File: src/rtl/fifo_ctrl_pkg.sv
// Shared definitions for the FIFO address controller: FSM state encoding
// and default parameter values.
package fifo_ctrl_pkg;

    typedef enum logic [2:0] {
        IDLE,
        READ_CHECK,
        WRITE_CHECK,
        READ,
        WRITE
    } state_e;

    localparam int DEF_ADDR_W = 3;
    localparam int DEF_AE_TH  = 1;

    // Almost-full defaults to one entry short of the full depth.
    function automatic int def_af_th(input int addr_w);
        return (1 << addr_w) - 1;
    endfunction

endpackage

File: src/rtl/key_edge.sv
// Rising-edge detector for the operation key: one-cycle pulse per press.
module key_edge (
    input  logic clk,
    input  logic rst_n,
    input  logic key_i,
    output logic rise_o
);

    logic key_q;

    // Reset value 1 means a key held through reset is not an edge; it must
    // be released and pressed again.
    always_ff @(posedge clk or negedge rst_n) begin
        if (!rst_n) begin
            key_q <= 1'b1;
        end else begin
            key_q <= key_i;
        end
    end

    assign rise_o = key_i & ~key_q;

endmodule

File: src/rtl/fifo_addr_ctrl.sv
// FIFO address/strobe controller: one read or write per key press, with
// wrap-counter pointers, occupancy flags and sticky over/underflow errors.
module fifo_addr_ctrl
    import fifo_ctrl_pkg::*;
#(
    parameter int ADDR_W = DEF_ADDR_W,
    parameter int AF_TH  = def_af_th(ADDR_W),
    parameter int AE_TH  = DEF_AE_TH
) (
    input  logic              clk,
    input  logic              rst_n,
    input  logic              rw,
    input  logic              key,
    input  logic              flush,
    output logic [ADDR_W-1:0] out_addr,
    output logic              we,
    output logic              re,
    output logic              full,
    output logic              empty,
    output logic              almost_full,
    output logic              almost_empty,
    output logic [ADDR_W:0]   count,
    output logic              overflow,
    output logic              underflow
);

    localparam logic [ADDR_W:0] PTR_ZERO = '0;
    localparam logic [ADDR_W:0] PTR_ONE  = {{ADDR_W{1'b0}}, 1'b1};
    localparam logic [ADDR_W:0] DEPTH    = {1'b1, {ADDR_W{1'b0}}};
    localparam logic [ADDR_W:0] AF_TH_C  = AF_TH[ADDR_W:0];
    localparam logic [ADDR_W:0] AE_TH_C  = AE_TH[ADDR_W:0];

    state_e          state_q, state_d;
    logic            rw_q, rw_d;
    logic [ADDR_W:0] rd_ptr_q, rd_ptr_d;
    logic [ADDR_W:0] wr_ptr_q, wr_ptr_d;
    logic            ovf_q, ovf_d;
    logic            unf_q, unf_d;
    logic            key_rise;
    logic            sel_wr;

    key_edge u_key_edge (
        .clk    (clk),
        .rst_n  (rst_n),
        .key_i  (key),
        .rise_o (key_rise)
    );

    // Extra lap bit makes the subtraction distinguish full from empty.
    assign count        = wr_ptr_q - rd_ptr_q;
    assign empty        = (count == PTR_ZERO);
    assign full         = (count == DEPTH);
    assign almost_full  = (count >= AF_TH_C);
    assign almost_empty = (count <= AE_TH_C);
    assign overflow     = ovf_q;
    assign underflow    = unf_q;

    // Live rw only while idle; once an operation is in flight, the latched copy.
    assign sel_wr   = (state_q == IDLE) ? rw : rw_q;
    assign out_addr = sel_wr ? wr_ptr_q[ADDR_W-1:0] : rd_ptr_q[ADDR_W-1:0];

    always_comb begin
        state_d  = state_q;
        rw_d     = rw_q;
        rd_ptr_d = rd_ptr_q;
        wr_ptr_d = wr_ptr_q;
        ovf_d    = ovf_q;
        unf_d    = unf_q;
        we       = 1'b0;
        re       = 1'b0;
        if (flush) begin
            state_d  = IDLE;
            rd_ptr_d = PTR_ZERO;
            wr_ptr_d = PTR_ZERO;
            ovf_d    = 1'b0;
            unf_d    = 1'b0;
        end else begin
            case (state_q)
                IDLE: begin
                    if (key_rise) begin
                        rw_d    = rw;
                        state_d = rw ? WRITE_CHECK : READ_CHECK;
                    end
                end
                READ_CHECK: begin
                    if (empty) begin
                        unf_d   = 1'b1;
                        state_d = IDLE;
                    end else begin
                        state_d = READ;
                    end
                end
                WRITE_CHECK: begin
                    if (full) begin
                        ovf_d   = 1'b1;
                        state_d = IDLE;
                    end else begin
                        state_d = WRITE;
                    end
                end
                READ: begin
                    re       = 1'b1;
                    rd_ptr_d = rd_ptr_q + PTR_ONE;
                    state_d  = IDLE;
                end
                WRITE: begin
                    we       = 1'b1;
                    wr_ptr_d = wr_ptr_q + PTR_ONE;
                    state_d  = IDLE;
                end
                default: state_d = IDLE;
            endcase
        end
    end

    always_ff @(posedge clk or negedge rst_n) begin
        if (!rst_n) begin
            state_q  <= IDLE;
            rw_q     <= 1'b0;
            rd_ptr_q <= PTR_ZERO;
            wr_ptr_q <= PTR_ZERO;
            ovf_q    <= 1'b0;
            unf_q    <= 1'b0;
        end else begin
            state_q  <= state_d;
            rw_q     <= rw_d;
            rd_ptr_q <= rd_ptr_d;
            wr_ptr_q <= wr_ptr_d;
            ovf_q    <= ovf_d;
            unf_q    <= unf_d;
        end
    end

endmodule

File: config.mk
export PLATFORM = sky130hd
export DESIGN_NAME = fifo_addr_ctrl
export DESIGN_NICKNAME = d
export VERILOG_FILES = /design/src/rtl/fifo_ctrl_pkg.sv /design/src/rtl/key_edge.sv /design/src/rtl/fifo_addr_ctrl.sv
export SDC_FILE = /design/constraint.sdc
export NUM_CORES = 1
export LEC_CHECK = 0
export ABC_CLOCK_PERIOD_IN_PS = 2630
export CORE_MARGIN = 1.5
export CORE_UTILIZATION = 40
export DETAILED_ROUTE_END_ITERATION = 7
export PLACE_DENSITY = 0.71
export SYNTH_ARGS = -nofsm -noshare
export SYNTH_HDL_FRONTEND = slang
export SYNTH_HIERARCHICAL = 1
export SYNTH_SLANG_ARGS = --single-unit
File: constraint.sdc
create_clock -name clk -period 2.63 [get_ports clk]
set_input_delay 0.6575 -clock clk [delete_from_list [all_inputs] [get_ports clk]]
set_output_delay 0.6575 -clock clk [all_outputs]
set_load 0.02 [all_outputs]
==> flow_metrics.py, run 1 <==
metrics = {
    "critical_path": {
        "endpoint_kind": "output port",
        "cp.required_ps": 1970,
        "critPathMostFrequentCell": "inv_2",
        "crit_arrival_ps": 2010,
        "slowest_stage": "dfrtp_1",
        "max_stage_delay_ps": 400,
        "worstSetupPathType": "reg -> out",
        "r2r.worst_path.cells": 8,
        "path_cells": "inv_2 > ha_4 > inv_2 > fa_2 > xor2_1 > or3_4 > nor2_4 > buf_6",
        "cp_max_fo": 3,
        "worstSetupStartpointType": "flip-flop",
    },
    "detailed_routing": {
        "routed_via_density": 4.933,
        "wl_um": 2075,
        "via_count": 809,
        "detail-route-antenna-nets": 0,
        "wl_per_cell_um": 12.65,
        "drtIter0Drc": 10,
        "dr.pass1.iters": 4,
        "drc_errors": 0,
    },
    "timing": {
        "finalClockSkew_ps": 1.607,
        "whs_ps": 539.4,
        "fmax_mhz": 374.8,
        "finalCritPeriodShare": 1.014,
        "slew_headroom": 0.5468,
        "setup-violations-final": 2,
        "finalHoldViolCount": 0,
        "setup_ws_ps": -38.04,
        "min_period_ps": 2668,
        "drv_slew": 0,
        "grt_setup_unrepaired": "yes",
        "worst_pin_slew_ps": 677.6,
    },
    "clock_network": {
        "cts.sinks": 15,
        "tritoncts": "yes",
        "clk_root_buffer_cell": "clkbuf_4",
        "cts-buffers-inserted": 3,
        "htree_levels": 1,
        "clockBufferDepth": 2,
        "clk_latency_ps": 280,
        "cts.clk_slew.worst_paths_ps": 90,
    },
    "placement": {
        "dp_hpwl_um": 1627,
        "io_buffers": 19,
        "gp_congestion": 0.7977,
        "place_area_um2": 1306,
        "pre_cts_ws_ps": -384.3,
    },
    "global_route": {
        "antenna_found_initial": 0,
        "grt_first_pass_wirelength_um": 3443,
        "grtUsageMet1": 0.2206,
        "grt_use_met3": 0.03509,
        "grt_pass1_vias": 769,
        "grtUsageMet2": 0.3160,
        "top_usage_layer": "met2",
        "grt_usage": 0.1853,
        "gr-total-overflow": 0,
        "grt_max_degree": 16,
    },
    "hold_path": {
        "hold_depth": 2,
        "hp-class": "reg -> reg",
    },
    "synth": {
        "synth.area.top_cells": "dfrtp_1 38%, ha_1 6.8%, xor2_1 4.8%, nor2_1 4.5%, mux2_2 3.7%",
        "syn_inst": 91,
        "synthDistinctLibCells": 34,
        "synth.top_cell.area_share": 0.3810,
        "syn-cell-area_um2": 919.6,
        "synth-seq-cells": 15,
        "synth_nets": 102,
        "yosys_warnings": 6,
        "syn_avg_cell_area_um2": 10.11,
        "yosysTopAreaCell": "dfrtp_1",
        "ys_seq_area_frac": 0.4095,
    },
    "status": {
        "status": "finished with violations",
        "violations": "setup timing",
    },
    "finish": {
        "final_cell_area_um2": 1391,
        "fin_util": 0.6351,
        "n_antenna_cell": 0,
        "fin_nets": 148,
        "area_growth_syn_to_layout_pct": 51.29,
        "drive_above_1_share": 0.4191,
    },
    "power_and_ir_drop": {
        "p_clk_frac": 0.309,
        "power.total_uw": 433.2,
        "powerDensity_nw_per_um2": 311.4,
        "seqPwrFrac": 0.561,
        "ir_worst_vdd_v": 0.0002486,
        "p_comb_frac": 0.130,
        "switchingPower_uw": 109.4,
        "leakage_nw": 0.6842,
        "p_int_uw": 323.8,
        "swShare": 0.2526,
    },
    "floorplanning": {
        "core_um2": 2191,
        "row_count": 17,
        "dieArea_um2": 2596,
        "io_pins": 20,
        "fp.dieW_um": 50.95,
        "start_util": 0.4198,
        "die_h_um": 50.95,
    },
    "flow_run": {
        "drv_cap": 0,
    },
}
==> kinds of logic (layout without fill, tap and decap cells) <==
| logic type | Yosys count | count (layout) | synth area share |
|---|---|---|---|
| multiplexers | 5 | 5 | 0.05850 |
| adder cells (fa/ha/maj) | 6 | 6 | 0.08980 |
| XOR/XNOR | 9 | 9 | 0.09389 |
| buffers and inverters | 10 | 55 | 0.04490 |
| AND/OR/NAND/NOR | 34 | 34 | 0.2245 |
| flip-flops | 15 | 15 | 0.4095 |
| AO/OA/AOI/OAI | 12 | 12 | 0.07892 |
==> synthesized netlist by cell type <==
master,number
buf_4,1
a21oi_1,5
xnor2_1,3
xor2_2,1
mux2_2,3
and3b_1,1
fa_1,1
clkbuf_1,1
xor2_1,5
nor3b_2,1
ha_1,5
nand4_1,2
inv_2,1
or2b_1,1
o32ai_1,1
inv_1,7
nand3b_1,2
a21o_1,1
nor3_4,1
nor2_1,11
nor2b_1,3
nor3_1,3
nor2b_4,1
mux2i_1,2
a31oi_1,1
dfstp_2,1
a31o_1,1
nand2_1,5
or3_4,1
nand3_1,1
o22ai_1,1
dfrtp_1,14
or4b_1,1
o21ai_0,2
==> path summary, 6_finish.rpt <==
| kind | to | slack (ps) | start |
|---|---|---|---|
| min in group asynchronous | wr_ptr_q[0] | 780 | rst_n |
| max reg2reg | overflow | 620 | wr_ptr_q[0] |
| min | underflow | 540 | underflow |
| max | empty | -40 | wr_ptr_q[0] |
| min reg2reg | underflow | 540 | underflow |
| max in group asynchronous | rd_ptr_q[3] | 1430 | rst_n |
==> stage by stage <==
step,TNS (ps),cells
after floorplan,0,91
after global placement,-1660,159
after detailed placement,-1921,159
after CTS,-197.7,163
after global routing,-301.6,164
final,-66.68,164
==> placed cells by master, fill, tap and decap left out, drive strengths merged, types with 2 or more instances in the layout <==
| master | n |
|---|---|
| xnor2 | 3 |
| ha | 5 |
| nor2 | 11 |
| nor3 | 4 |
| inv | 8 |
| dfrtp | 14 |
| buf | 30 |
| nand3b | 2 |
| nor2b | 4 |
| clkdlybuf4s15 | 2 |
| mux2 | 3 |
| clkdlybuf4s50 | 8 |
| mux2i | 2 |
| nand2 | 5 |
| xor2 | 6 |
| nand4 | 2 |
| clkbuf | 4 |
| o21ai | 2 |
| a21oi | 5 |
==> power groups by stage <==
stage	Combinational (mW)	Clock [mW]	Sequential (mW)
floorplan	0.0234	0	0.246
global placement	0.0518	0	0.245
detailed placement	0.0528	0	0.246
CTS	0.0569	0.141	0.243
global route	0.0618	0.156	0.244
finish	0.0565	0.134	0.243
==> critical path: cells and delay by family, from the launching register on <==
kind	cells	cell delay [ps]
DFF	1	400
and+or+nand+nor	2	470
buffers and inverters	3	240
xor gates and xnor gates	1	160
adders and majority gates	2	450
==> layer usage <==
metal,share of wire,vias to the layer above
met5,0,-
met4,0.019,0
met3,0.026,4
met2,0.51,14
met1,0.45,389
li1,-,402
==> flip-flops by register name (all words and copies together) (netlist names) <==
| signal | cells |
|---|---|
| rw_q | 1 |
| state_q | 3 |
| u_key_edge/key_q | 1 |
| underflow | 1 |
| overflow | 1 |
| wr_ptr_q | 4 |
| rd_ptr_q | 4 |
==> repair_timing <==
| action | 4_1_cts | 5_1_grt |
|---|---|---|
| hold buffers | 0 | 0 |
| resized for setup | 44 | 13 |
| endpoints found under the setup margin | 11 | 10 |
| gates cloned | 0 | 0 |
| pin swaps | 4 | 4 |
| buffers inserted | 0 | 1 |
==> layout make-up <==
class | count | area, um2
Clock buffer | 3 | 22.52
Clock inverter | 1 | 5.005
Fill cell | 176 | 799.5
Inverter | 8 | 30.03
Multi-Input combinational cell | 66 | 563.0
Sequential cell | 15 | 376.6
Tap cell | 28 | 35.03
Timing Repair Buffer | 43 | 359.1
Power figures use the tool's default switching activity.
==> inputs of run 2 (changes only) <==
Settings changed: SLEW_MARGIN set to 20.
==> results of run 2 <==
Same layout as run 1: the final DEF is identical, and so are final timing and power.
==> inputs of run 3 (changes only) <==
Settings changed: CAP_MARGIN set to 5.
==> results of run 3 <==
Same layout as run 1: the final DEF is identical, and so are final timing and power.
